### src/rtl/kernel_coeff_buffer.sv
// Coefficient store for the 1D convolution datapath: loads TAPS words over a
// valid/ready port, then streams them cyclically with first/last tap markers.
module kernel_coeff_buffer #(
  parameter int DATA_W  = 32,
  parameter int TAPS    = 3,
  parameter int REVERSE = 0,
  localparam int TAP_W  = (TAPS > 1) ? $clog2(TAPS) : 1
) (
  input  logic                     clk,
  input  logic                     reset,
  input  logic                     load_start,
  input  logic                     load_valid,
  input  logic signed [DATA_W-1:0] load_data,
  output logic                     load_ready,
  input  logic                     stream_en,
  output logic signed [DATA_W-1:0] coef_out,
  output logic                     coef_valid,
  output logic                     coef_first,
  output logic                     coef_last,
  output logic [TAP_W-1:0]         tap_idx,
  output logic                     kernel_ready
);

  localparam logic [TAP_W-1:0] LAST_SLOT = TAP_W'(TAPS - 1);
  localparam logic [TAP_W-1:0] START_IDX = (REVERSE != 0) ? LAST_SLOT : {TAP_W{1'b0}};
  localparam logic [TAP_W-1:0] END_IDX   = (REVERSE != 0) ? {TAP_W{1'b0}} : LAST_SLOT;

  typedef enum logic {LOAD, STREAM} state_t;

  state_t                     state;
  logic [TAP_W-1:0]           wr_ptr;
  logic [TAP_W-1:0]           rd_ptr;
  logic signed [DATA_W-1:0]   mem [TAPS];
  logic                       kernel_rdy;

  logic signed [DATA_W-1:0]   coef_p1;
  logic [TAP_W-1:0]           idx_p1;
  logic                       vld_p1;
  logic                       first_p1;
  logic                       last_p1;

  // Read pointer walks in stream order and wraps at the kernel boundary.
  function automatic logic [TAP_W-1:0] step_ptr(input logic [TAP_W-1:0] p);
    if (REVERSE != 0)
      return (p == {TAP_W{1'b0}}) ? LAST_SLOT : p - TAP_W'(1);
    else
      return (p == LAST_SLOT) ? {TAP_W{1'b0}} : p + TAP_W'(1);
  endfunction

  assign load_ready = (state == LOAD) && !reset;

  // Stage p1: registered coefficient read, one cycle after stream_en
  always_ff @(posedge clk or posedge reset) begin
    if (reset) begin
      state      <= LOAD;
      wr_ptr     <= '0;
      rd_ptr     <= START_IDX;
      kernel_rdy <= 1'b0;
      coef_p1    <= '0;
      idx_p1     <= '0;
      vld_p1     <= 1'b0;
      first_p1   <= 1'b0;
      last_p1    <= 1'b0;
      for (int i = 0; i < TAPS; i++) mem[i] <= '0;
    end else if (load_start) begin
      state      <= LOAD;
      wr_ptr     <= '0;
      rd_ptr     <= START_IDX;
      kernel_rdy <= 1'b0;
      vld_p1     <= 1'b0;
      first_p1   <= 1'b0;
      last_p1    <= 1'b0;
    end else begin
      case (state)
        LOAD: begin
          vld_p1   <= 1'b0;
          first_p1 <= 1'b0;
          last_p1  <= 1'b0;
          if (load_valid) begin
            mem[wr_ptr] <= load_data;
            if (wr_ptr == LAST_SLOT) begin
              state      <= STREAM;
              kernel_rdy <= 1'b1;
              rd_ptr     <= START_IDX;
              wr_ptr     <= '0;
            end else begin
              wr_ptr <= wr_ptr + TAP_W'(1);
            end
          end
        end
        STREAM: begin
          if (stream_en) begin
            coef_p1  <= mem[rd_ptr];
            idx_p1   <= rd_ptr;
            vld_p1   <= 1'b1;
            first_p1 <= (rd_ptr == START_IDX);
            last_p1  <= (rd_ptr == END_IDX);
            rd_ptr   <= step_ptr(rd_ptr);
          end else begin
            vld_p1   <= 1'b0;
            first_p1 <= 1'b0;
            last_p1  <= 1'b0;
          end
        end
        default: state <= LOAD;
      endcase
    end
  end

  assign coef_out     = coef_p1;
  assign tap_idx      = idx_p1;
  assign coef_valid   = vld_p1;
  assign coef_first   = first_p1;
  assign coef_last    = last_p1;
  assign kernel_ready = kernel_rdy;

endmodule

### config.mk
export PLATFORM = sky130hd
export DESIGN_NAME = kernel_coeff_buffer
export DESIGN_NICKNAME = d
export VERILOG_FILES = /design/src/rtl/kernel_coeff_buffer.sv
export SDC_FILE = /design/constraint.sdc
export NUM_CORES = 1
export LEC_CHECK = 0
export CORE_ASPECT_RATIO = 1.1
export CORE_MARGIN = 2
export CORE_UTILIZATION = 45
export CTS_BUF_LIST = sky130_fd_sc_hd__clkbuf_8
export DETAILED_ROUTE_END_ITERATION = 12
export GPL_ROUTABILITY_DRIVEN = 0
export PLACE_DENSITY = 0.65
export SYNTH_ARGS = -nofsm -noshare
export SYNTH_HDL_FRONTEND = slang
export SYNTH_SLANG_ARGS = --single-unit
### constraint.sdc
create_clock -name clk -period 10.3 [get_ports clk]
set_clock_uncertainty 0.05 [all_clocks]
set_input_delay 1.03 -clock clk [delete_from_list [all_inputs] [get_ports clk]]
set_output_delay 1.03 -clock clk [all_outputs]
set_load 0.01 [all_outputs]
# Word level (Yosys, flattened, before mapping)
# Index checks and enable logic that the tools add are counted.
# W data, S select, Z words.
[word_totals]
reg_bits = 139
elab_cells = 71
in_bits = 37
[classes]
addsub = 2
order_cmp = 3
bitwise = 4
n_eq_ne = 6
n_reduce_logical = 11
n_mux = 33
[op_table]
columns = ["op", "n"]
rows = [
  ["$bwmux W96", 1],
  ["$mux W32", 3],
  ["$bmux W32 S2", 1],
  ["$demux W32 S2", 1],
  ["$mux W2", 9],
  ["$mux W1", 14],
  ["$reduce_and A3 Y1", 4],
  ["$ge A3 B3 Y1 const B", 2],
  ["$ne A3 B3 Y1 const B", 2],
  ["$not A2 Y3", 2],
  ["$pmux W1 S2", 3],
  ["$add A2 B1 Y2 const B", 2],
  ["$eq A2 B2 Y1 const B", 2],
  ["$pmux W2 S2", 1],
  ["$reduce_bool A2 Y1", 2],
  ["$lt A3 B1 Y1 const B", 1],
  ["$ne A3 B2 Y1 const B", 1],
  ["$logic_and A1 B1 Y1", 2],
  ["$logic_not A2 Y1", 1],
  ["$ne A2 B2 Y1 const B", 1],
  ["$not A1 Y1", 2],
  ["$reduce_and A2 Y1", 1],
  ["$logic_not A1 Y1", 1],
]

# Logic depth before layout (Yosys ltp)
# Gate-level depths: netlist of run 1.
[depth]
word_depth = 6
ltp_mapped = 6

# Worst setup path before layout of run 1
# No wires, ideal clock.
[synth_timing]
kind = "input to output"
from = "input reset"
to = "output load_ready"
cell_stages = 1
required_ns = 9.220
path_slack_ns = 8.033
arrival_time_ns = 1.187
path_cell_list = "nor2_1"
[synth_between]
elab_chain_cells = 2
[synth_lines]
columns = ["element", "line_no", "source"]
rows = [
  ["start, declared", "10", "input logic reset,"],
  ["$logic_not A1 Y1 (no source line)", "--", ""],
  ["$logic_and A1 B1 Y1", "50", "assign load_ready = (state == LOAD) && !reset;"],
  ["end, declared", "14", "output logic load_ready,"],
]
# Every way passes these cells.

# Worst setup path in the final report of run 1
# Ends and elaborated chain as after synthesis.

==> flow_metrics.env, run 1 <==
export IMPL_cts_repair_resize_count=0
export IMPL_worstHoldPathType="reg -> reg"
export IMPL_yosysTopAreaCellShare_pct=58.9
export IMPL_synth_fp_nets=488
export IMPL_total_number_of_vias=3699
export IMPL_clk_root_buffer_cell="clkbuf_8"
export IMPL_synthDominantAreaCellType="dfrtp_1"
export IMPL_initialDrtViolationCount=178
export IMPL_initial_standard_cell_utilization_of_the_core_pct=46.5
export IMPL_design_die_area_sq_um=14100
export IMPL_synth_simple_gate_area_share_pct=6.97
export IMPL_crit_path_top_delay_cell="clkdlybuf4s50_1"
export IMPL_endpoint_kind="primary output"
export IMPL_die_width_um=113
export IMPL_drv_cap=0
export IMPL_num_nets_final=557
export IMPL_worst_ir_drop_vdd_v=0.0000888
export IMPL_setup_worst_path_class="in -> out"
export IMPL_tns_ns=0
export IMPL_crit_reg2reg_launch="rd_ptr[0]"
export IMPL_timing_hold_violations_final=0
export IMPL_worst_path_dominant_cell_family="buffers and inverters"
export IMPL_final_area_sq_um=7060
export IMPL_std_cell_rows=43
export IMPL_port_buffer_count=75
export IMPL_finalMaxSlewViolations=0
export IMPL_layout_area_overhead_vs_synth_pct=19.5
export IMPL_tritoncts="done"
export IMPL_groute_usage_overall_pct=18.3
export IMPL_antenna_cells=0
export IMPL_power_leakage_nw=3.12
export IMPL_largest_family_of_logic_cells_by_synthesized_area="multiplexers"
export IMPL_pin_count=76
export IMPL_drc=6
export IMPL_dpl_instance_area_sq_um=6710
export IMPL_yosys_register_bits=139
export IMPL_grt_pass1_wl_um=19500
export IMPL_synth_adder_area_share_pct=0
export IMPL_fin_ws_ns=7.05
export IMPL_fin_crit_sh_pct=31.6
export IMPL_drt_pass1_iter_count=8
export IMPL_critical_path_max_stage_delay_ns=0.54
export IMPL_warning_count_from_the_yosys_run=0
export IMPL_worst_reg2reg_setup_slack_ns=7.76
export IMPL_max_slew_margin_rel_pct=19.7
export IMPL_cp_buffers_inverters=2
export IMPL_mean_number_of_vias_per_cell=5.38
export IMPL_syn_area_sq_um=5910
export IMPL_crit_path_max_fanout=2
export IMPL_violations="DRC"
export IMPL_final_period_minus_worst_setup_slack_ns=3.25
export IMPL_dp_hpwl_um=7050
export IMPL_synth_distinct_cells=23
export IMPL_timing_fmax_ghz=0.308
export IMPL_min_path_cells=1
export IMPL_clk_insertion_delay_late_ns=0.44
export IMPL_antenna_violations_before_repair=0
export IMPL_post_synth_cell_area_avg_sq_um=13.1
export IMPL_cts_path_max_buffers=2
export IMPL_post_cts_setup_buffers=0
export IMPL_final_layout_size_suffix_gt1_share_pct=29.8
export IMPL_hold_wc_startpoint="coef_out[0]"
export IMPL_wirelength_um=12000
export IMPL_chipHeight_um=124
export IMPL_area_occupied_by_multi_input_gates_sq_um=2230
export IMPL_synth_compound_area_share_pct=6.63
export IMPL_congestion_overflow_gr=0
export IMPL_hold_ws_ns=0.440
export IMPL_post_synth_xor_area_fraction_pct=0
export IMPL_wirelength_per_cell_um=17.5
export IMPL_rr_endpoint="coef_out[6]"
export IMPL_seq_area_sq_um=3480
export IMPL_preCtsSetupSlack_ns=6.89
export IMPL_numCtsBuffers=17
export IMPL_synth_top_cells_by_area="dfrtp_1, mux2_2, mux2i_1"
export IMPL_rsz_0062_raised_after_global_routing="false"
export IMPL_worst_path_most_repeated_cell="clkdlybuf4s50_1"
export IMPL_cts_clk_slew_worst_paths_ns=0.07
export IMPL_cell_by_cell_trace_of_the_critical_path="clkdlybuf4s50_1, nor2_1, clkdlybuf4s50_1"
export IMPL_post_cts_hold_buffer_count=0
export IMPL_r2r_cells=3
export IMPL_critPathArrivalTime_ns=2.17
export IMPL_route_antenna_remaining_nets=0
export IMPL_clock_sink_count=139
export IMPL_grt_start_max_net_pins=81
export IMPL_worst_slew_pin_transition_ns=1.20
export IMPL_hold_crit_endpoint="coef_out[0]"
export IMPL_netlist_instances=451
export IMPL_first_global_vias=3889
export IMPL_power_density_nw_per_um2=213
export IMPL_final_setup_viol_count=0
export IMPL_run_status="finished, violations left"
export IMPL_synth_seq_area_share_pct=58.9
export IMPL_critical_path_startpoint_type="input pin"
export IMPL_core_sq_um=12700
export IMPL_htree_num_levels=4
export IMPL_design_power_total_w=0.00150
export IMPL_filler_cell_count=1134
export IMPL_worst_endpoint_required_ns=9.22
export IMPL_synth_area_mux_share_pct=24.1
[power breakdown]
| group | leakage, nW | internal [W] | switching [W] |
|---|---|---|---|
| clock | 0.203 | 0.000204 | 0.000188 |
| combinational | 1.17 | 0.000212 | 0.000119 |
| sequential | 1.74 | 0.000697 | 0.0000814 |
[per-layer routing]
metal  vias up  share of wire [%]  global-route usage (%)
li1       1718                  -                       -
met1      1903                 44                    22.6
met2        67                 51                    31.1
met3        11                3.6                    4.77
met4         0                1.3                    7.24
met5         -                  0                       0
[cell usage in the layout (no fill, tap or decap), drive strengths merged, types with 2 or more instances in the layout]
cell and instances:
dfrtp 139, mux2 96, clkdlybuf4s50 75, a21oi 51, mux2i 34, nor2 32, or2 25, clkbuf 24
nand2 16, o221ai 7, o21a 7, inv 6, buf 4, nor2b 4, nor3b 3, a21o 2
clkinv 2
[per-stage QoR]
stage | util (%) | instances
floorplan | - | 451
global placement | 52.8 | 658
global route | 55.6 | 688
detailed placement | 52.8 | 658
CTS | 55.6 | 688
finish | 55.6 | 688
[how the worst max path moves through the flow]
stage	from	cells past startpoint	to
after floorplan	reset	1	coef_first
after global placement	load_start	6	coef_out[0]
after detailed placement	load_start	7	coef_out[1]
after CTS	reset	3	load_ready
after global routing	reset	3	load_ready
final	reset	3	load_ready
[state kept, by name, summed over array words and instances, names as in the netlist]
name	cells
mem	96
coef_out	32
state	1
coef_first	1
coef_last	1
wr_ptr	2
rd_ptr	2
coef_valid	1
kernel_ready	1
tap_idx	2
[worst register-to-register path, stage by stage (launching register included)]
cell and delay (ns):
dfrtp_2 0.93, nor2b_2 1.09, a21oi_1 0.20, a21oi_1 0.19
[area by class of cell]
cell class,instances,area share (%)
timing repair buffer,79,11.1
multi-input combinational,281,31.7
inverter,2,0.177
sequential,139,49.3
clock buffer,24,4.68
clock inverter,6,0.337
tap,157,2.78
[synthesized netlist by cell type, drive strengths merged]
cell and instances:
nand2 16, inv 1, mux2i 34, dfrtp 139, o21a 7, mux2 96
o221ai 7, nor3 1, buf 21, clkbuf 8, a211oi 1, nand3b 1
or2 25, a21oi 51, nor3b 3, clkinv 1, a21o 2, nor4bb 1
nor2 32, nor2b 4
[kinds of logic (layout without fill, tap and decap cells)]
logic type             Yosys count  count (layout)
DFF                            139             139
muxes                          130             130
and+or+nand+nor                 83              83
AOI/OAI and AO/OA               68              68
buffers and inverters           31             111
Power figures use the tool's default switching activity.
==> run 2: changes to the inputs <==
clock period = 3.2 ns   (was 10.3 ns; I/O delays follow)
==> run 2 against run 1 <==
Count of clock-buffer cells in the layout is 2 lower. Combinational power rose to 3.3 times the previous value. Cell count is 1.5% higher. Die area is the same. The run still ends with DRC left. First-iteration DRC count is 1.1% lower. Global-route usage is 0.32 points lower. Via count stayed put. Non-clock buffer count increased by 8. Sequential share of layout area fell by 0.82 points.
==> flow_metrics.env, run 2 (synthesized netlist as in run 1, its figures left out) <==
export IMPL_cts_repair_resize_count=0
export IMPL_max_slew_margin_rel_pct=42.6
export IMPL_route_antenna_remaining_nets=0
export IMPL_rsz_0062_raised_after_global_routing="false"
export IMPL_worstHoldPathType="in -> async"
export IMPL_violations="DRC"
export IMPL_hold_ws_ns=0.304
export IMPL_design_die_area_sq_um=14100
export IMPL_final_cell_count_no_fill=698
export IMPL_most_common_layout_cells="dfrtp_1, mux2_2, clkdlybuf4s50_1, a21oi_1, mux2i_1"
export IMPL_std_cell_rows=43
export IMPL_chipHeight_um=124
export IMPL_layout_area_overhead_vs_synth_pct=21.4
export IMPL_first_global_vias=3759
export IMPL_die_width_um=113
export IMPL_dp_hpwl_um=7450
export IMPL_htree_num_levels=4
export IMPL_cts_clk_slew_worst_paths_ns=0.07
export IMPL_grt_start_max_net_pins=45
export IMPL_total_number_of_vias=3699
export IMPL_grt_pass1_wl_um=19300
export IMPL_setup_worst_path_class="reg -> reg"
export IMPL_worst_endpoint_required_ns=3.47
export IMPL_congestion_overflow_gr=0
export IMPL_pin_count=76
export IMPL_largest_register_ffs=96
export IMPL_final_setup_viol_count=0
export IMPL_dpl_instance_area_sq_um=6800
export IMPL_endpoint_kind="flop"
export IMPL_critical_path_startpoint_type="flop"
export IMPL_tritoncts="done"
export IMPL_wirelength_per_cell_um=16.9
export IMPL_mean_number_of_vias_per_cell=5.30
export IMPL_dp_cells=666
export IMPL_drv_cap=0
export IMPL_final_layout_size_suffix_gt1_share_pct=31.4
export IMPL_cts_path_max_buffers=2
export IMPL_design_power_total_w=0.00490
export IMPL_wirelength_um=11800
export IMPL_timing_fmax_ghz=0.502
export IMPL_core_sq_um=12700
export IMPL_numCtsBuffers=17
export IMPL_worst_ir_drop_vdd_v=0.000332
export IMPL_antenna_violations_before_repair=0
export IMPL_clk_insertion_delay_late_ns=0.44
export IMPL_filler_cell_count=1072
export IMPL_tns_ns=0
export IMPL_drc=8
export IMPL_post_cts_hold_buffer_count=0
export IMPL_finalMaxSlewViolations=0
export IMPL_port_buffer_count=75
export IMPL_fin_crit_sh_pct=62.2
export IMPL_post_cts_setup_buffers=0
export IMPL_initial_standard_cell_utilization_of_the_core_pct=46.5
export IMPL_initialDrtViolationCount=176
export IMPL_drt_pass1_iter_count=8
export IMPL_clk_root_buffer_cell="clkbuf_8"
export IMPL_critPathArrivalTime_ns=2.26
export IMPL_worst_slew_pin_transition_ns=0.862
export IMPL_groute_usage_overall_pct=18.0
export IMPL_run_status="finished, violations left"
export IMPL_final_period_minus_worst_setup_slack_ns=1.99
export IMPL_num_nets_final=565
export IMPL_regMostFlops="mem"
export IMPL_crit_path_max_fanout=32
export IMPL_mostFrequentLayoutCell="dfrtp_1"
export IMPL_clock_sink_count=139
export IMPL_antenna_cells=0
export IMPL_power_density_nw_per_um2=682
export IMPL_timing_hold_violations_final=0
export IMPL_power_leakage_nw=3.17
export IMPL_final_area_sq_um=7180
-- run 2: final cells by class --
cell class | instances | area (sq um) | area share (%)
well taps | 157 | 196 | 2.74
repair buffers | 87 | 878 | 12.2
clock inverters | 10 | 72.6 | 1.01
flip-flops and latches | 139 | 3480 | 48.5
clock buffers | 22 | 303 | 4.22
multi-input cells | 281 | 2230 | 31.1
inverters | 2 | 11.3 | 0.157
-- run 2: power breakdown --
part / total, W / internal, W / switching, W
registers: 0.00249 / 0.00224 / 0.000242
clock network: 0.00133 / 0.000702 / 0.000627
logic: 0.00108 / 0.000691 / 0.000390
total: 0.00490 / 0.00364 / 0.00126
-- run 2: final timing paths --
kind                                  from           end  slack, ns  cells after the start
worst max-delay path                 state       mem[85]       1.21                      3
worst min-delay path                 reset  kernel_ready       0.30                      2
worst max register to register       state       mem[85]       1.21                      3
worst min register to register  tap_idx[1]    tap_idx[1]       0.43                      2
max in group asynchronous            reset       mem[48]       1.99                      3
min in group clk                tap_idx[1]    tap_idx[1]       0.43                      2
-- run 2: stage by stage --
step	util [%]	worst slack [ns]
after floorplan	-	1.09
after global placement	53.6	0.765
after detailed placement	53.6	0.715
after CTS	56.5	1.16
after global routing	56.5	1.08
final	56.5	1.21
-- run 2: metal layers --
metal	track usage [%]	up-vias	routed length, um
met5	0	-	0
met3	4.09	14	444
met2	29.8	80	5830
li1	-	1721	-
met1	23.0	1884	5340
met4	7.93	0	202
-- run 2: worst max-delay path: stages, from the launching register on --
cell	delay (ns)
dfrtp_1	0.46
nor3b_2	0.32
nand2_2	0.55
mux2_2	0.48
==> run 3: changes to the inputs <==
clock period = 1.9 ns   (was 3.2 ns; I/O delays follow)
==> run 3 against run 2 <==
The run still ends with DRC left. Largest power group unchanged. Cell count up 0.86%. Critical path depth down 1. Cell area up 2.0%.
==> flow_metrics.env, run 3 (synthesized netlist as in run 1, its figures left out) <==
export IMPL_met2_capacity_usage_during_global_routing_pct=32.0
export IMPL_worst_ir_drop_vdd_v=0.000632
export IMPL_congestion_overflow_gr=0
export IMPL_route_antenna_remaining_nets=0
export IMPL_final_period_minus_worst_setup_slack_ns=1.79
export IMPL_tns_ns=0
export IMPL_cts_clk_slew_worst_paths_ns=0.08
export IMPL_mean_number_of_vias_per_cell=5.30
export IMPL_crit_path_max_fanout=7
export IMPL_num_nets_final=571
export IMPL_clock_sink_count=139
export IMPL_worst_endpoint_required_ns=1.66
export IMPL_cts_repair_resize_count=0
export IMPL_wirelength_um=12100
export IMPL_regMostFlops="mem"
export IMPL_groute_usage_overall_pct=18.1
export IMPL_drt_pass1_iter_count=8
export IMPL_dp_cells=672
export IMPL_post_cts_hold_buffer_count=0
export IMPL_wirelength_per_cell_um=17.1
export IMPL_critical_path_startpoint_type="flop"
export IMPL_violations="DRC"
export IMPL_worst_slew_pin_transition_ns=0.465
export IMPL_worstHoldPathType="in -> async"
export IMPL_most_common_layout_cells="dfrtp_1, mux2_2, clkdlybuf4s50_1, a21oi_1, mux2i_1"
export IMPL_fin_ws_ns=0.112
export IMPL_max_slew_margin_rel_pct=68.9
export IMPL_critPathArrivalTime_ns=1.55
export IMPL_largest_register_ffs=96
export IMPL_first_global_vias=3872
export IMPL_rr_endpoint="coef_out[22]"
export IMPL_dp_hpwl_um=7420
export IMPL_utilization_pct=57.7
export IMPL_mostFrequentLayoutCell="dfrtp_1"
export IMPL_pin_count=76
export IMPL_fin_crit_sh_pct=94.1
export IMPL_total_number_of_vias=3729
export IMPL_worst_reg2reg_setup_slack_ns=0.35
export IMPL_timing_hold_violations_final=0
export IMPL_filler_cell_count=1109
export IMPL_drc=8
export IMPL_grt_pass1_wl_um=19400
export IMPL_r2r_cells=4
export IMPL_layout_area_overhead_vs_synth_pct=23.9
export IMPL_initial_standard_cell_utilization_of_the_core_pct=46.5
export IMPL_power_density_nw_per_um2=1150
export IMPL_std_cell_rows=43
export IMPL_htree_num_levels=4
export IMPL_grtUsageMet3_pct=3.99
export IMPL_drv_cap=0
export IMPL_final_cell_count_no_fill=704
export IMPL_setup_worst_path_class="reg -> out"
export IMPL_grt_start_max_net_pins=51
export IMPL_rsz_0062_raised_after_global_routing="false"
export IMPL_antenna_cells=0
export IMPL_preCtsSetupSlack_ns=0.0823
export IMPL_clk_insertion_delay_late_ns=0.43
export IMPL_initialDrtViolationCount=181
export IMPL_numCtsBuffers=17
export IMPL_cts_path_max_buffers=2
export IMPL_final_layout_size_suffix_gt1_share_pct=32.4
export IMPL_finalMaxSlewViolations=0
export IMPL_final_setup_viol_count=0
export IMPL_worstSetupStartpoint="state"
export IMPL_core_sq_um=12700
export IMPL_clk_root_buffer_cell="clkbuf_8"
export IMPL_chipHeight_um=124
export IMPL_hold_ws_ns=0.113
export IMPL_antenna_violations_before_repair=0
export IMPL_global_route_peak_usage_layer="met2"
export IMPL_run_status="finished, violations left"
export IMPL_timing_fmax_ghz=0.559
export IMPL_power_leakage_nw=3.24
export IMPL_endpoint_kind="primary output"
export IMPL_port_buffer_count=75
export IMPL_tritoncts="done"
export IMPL_die_width_um=113
export IMPL_post_cts_setup_buffers=0
export IMPL_gr_usage_met1_pct=22.1
export IMPL_design_die_area_sq_um=14100
export IMPL_crit_reg2reg_launch="rd_ptr[0]"
run 3: changes by cell type in the layout (fill, tap and decap cells not counted), sizes merged:
cell	change
clkbuf	+4
clkinvlp	+1
clkinv	-4
buf	+6
inv	-1
run 3: worst max path at each step:
stage | to | cells past startpoint
final | load_ready | 2
after global routing | load_ready | 2
after CTS | load_ready | 2
after detailed placement | mem[53] | 5
after global placement | mem[50] | 5
after floorplan | coef_first | 1
run 3: stage by stage:
stage          cell area (sq um)  power, W
2_1_floorplan               5910   0.00528
3_3_place_gp                6910   0.00601
3_5_place_dp                6910   0.00611
4_1_cts                     7320   0.00851
5_1_grt                     7320   0.00887
6_report                    7320   0.00841
run 3: final cells by class:
| type | count | area (sq um) | area share, % |
|---|---|---|---|
| Timing Repair Buffer | 93 | 986 | 13.5 |
| Tap cell | 157 | 196 | 2.68 |
| Inverter | 2 | 11.3 | 0.154 |
| Sequential cell | 139 | 3480 | 47.5 |
| Multi-Input combinational cell | 281 | 2230 | 30.5 |
| Clock buffer | 26 | 358 | 4.89 |
| Clock inverter | 6 | 56.3 | 0.769 |
run 3: power by group:
group,total [W],leakage [nW],internal [W],switching (W)
logic,0.00183,1.28,0.00118,0.000655
clock network,0.00238,0.218,0.00134,0.00104
registers,0.00420,1.74,0.00378,0.000423
total,0.00841,3.24,0.00630,0.00212
run 3: layer usage:
| layer | vias to the layer above | share of wire [%] |
|---|---|---|
| met5 | - | 0 |
| met4 | 0 | 1.4 |
| met3 | 14 | 3.3 |
| met2 | 65 | 51 |
| met1 | 1907 | 44 |
| li1 | 1743 | - |
run 3: critical path: stages (launching register included):
cell and delay (ns):
dfrtp_1 0.45, nor2_1 0.13, clkdlybuf4s50_1 0.54
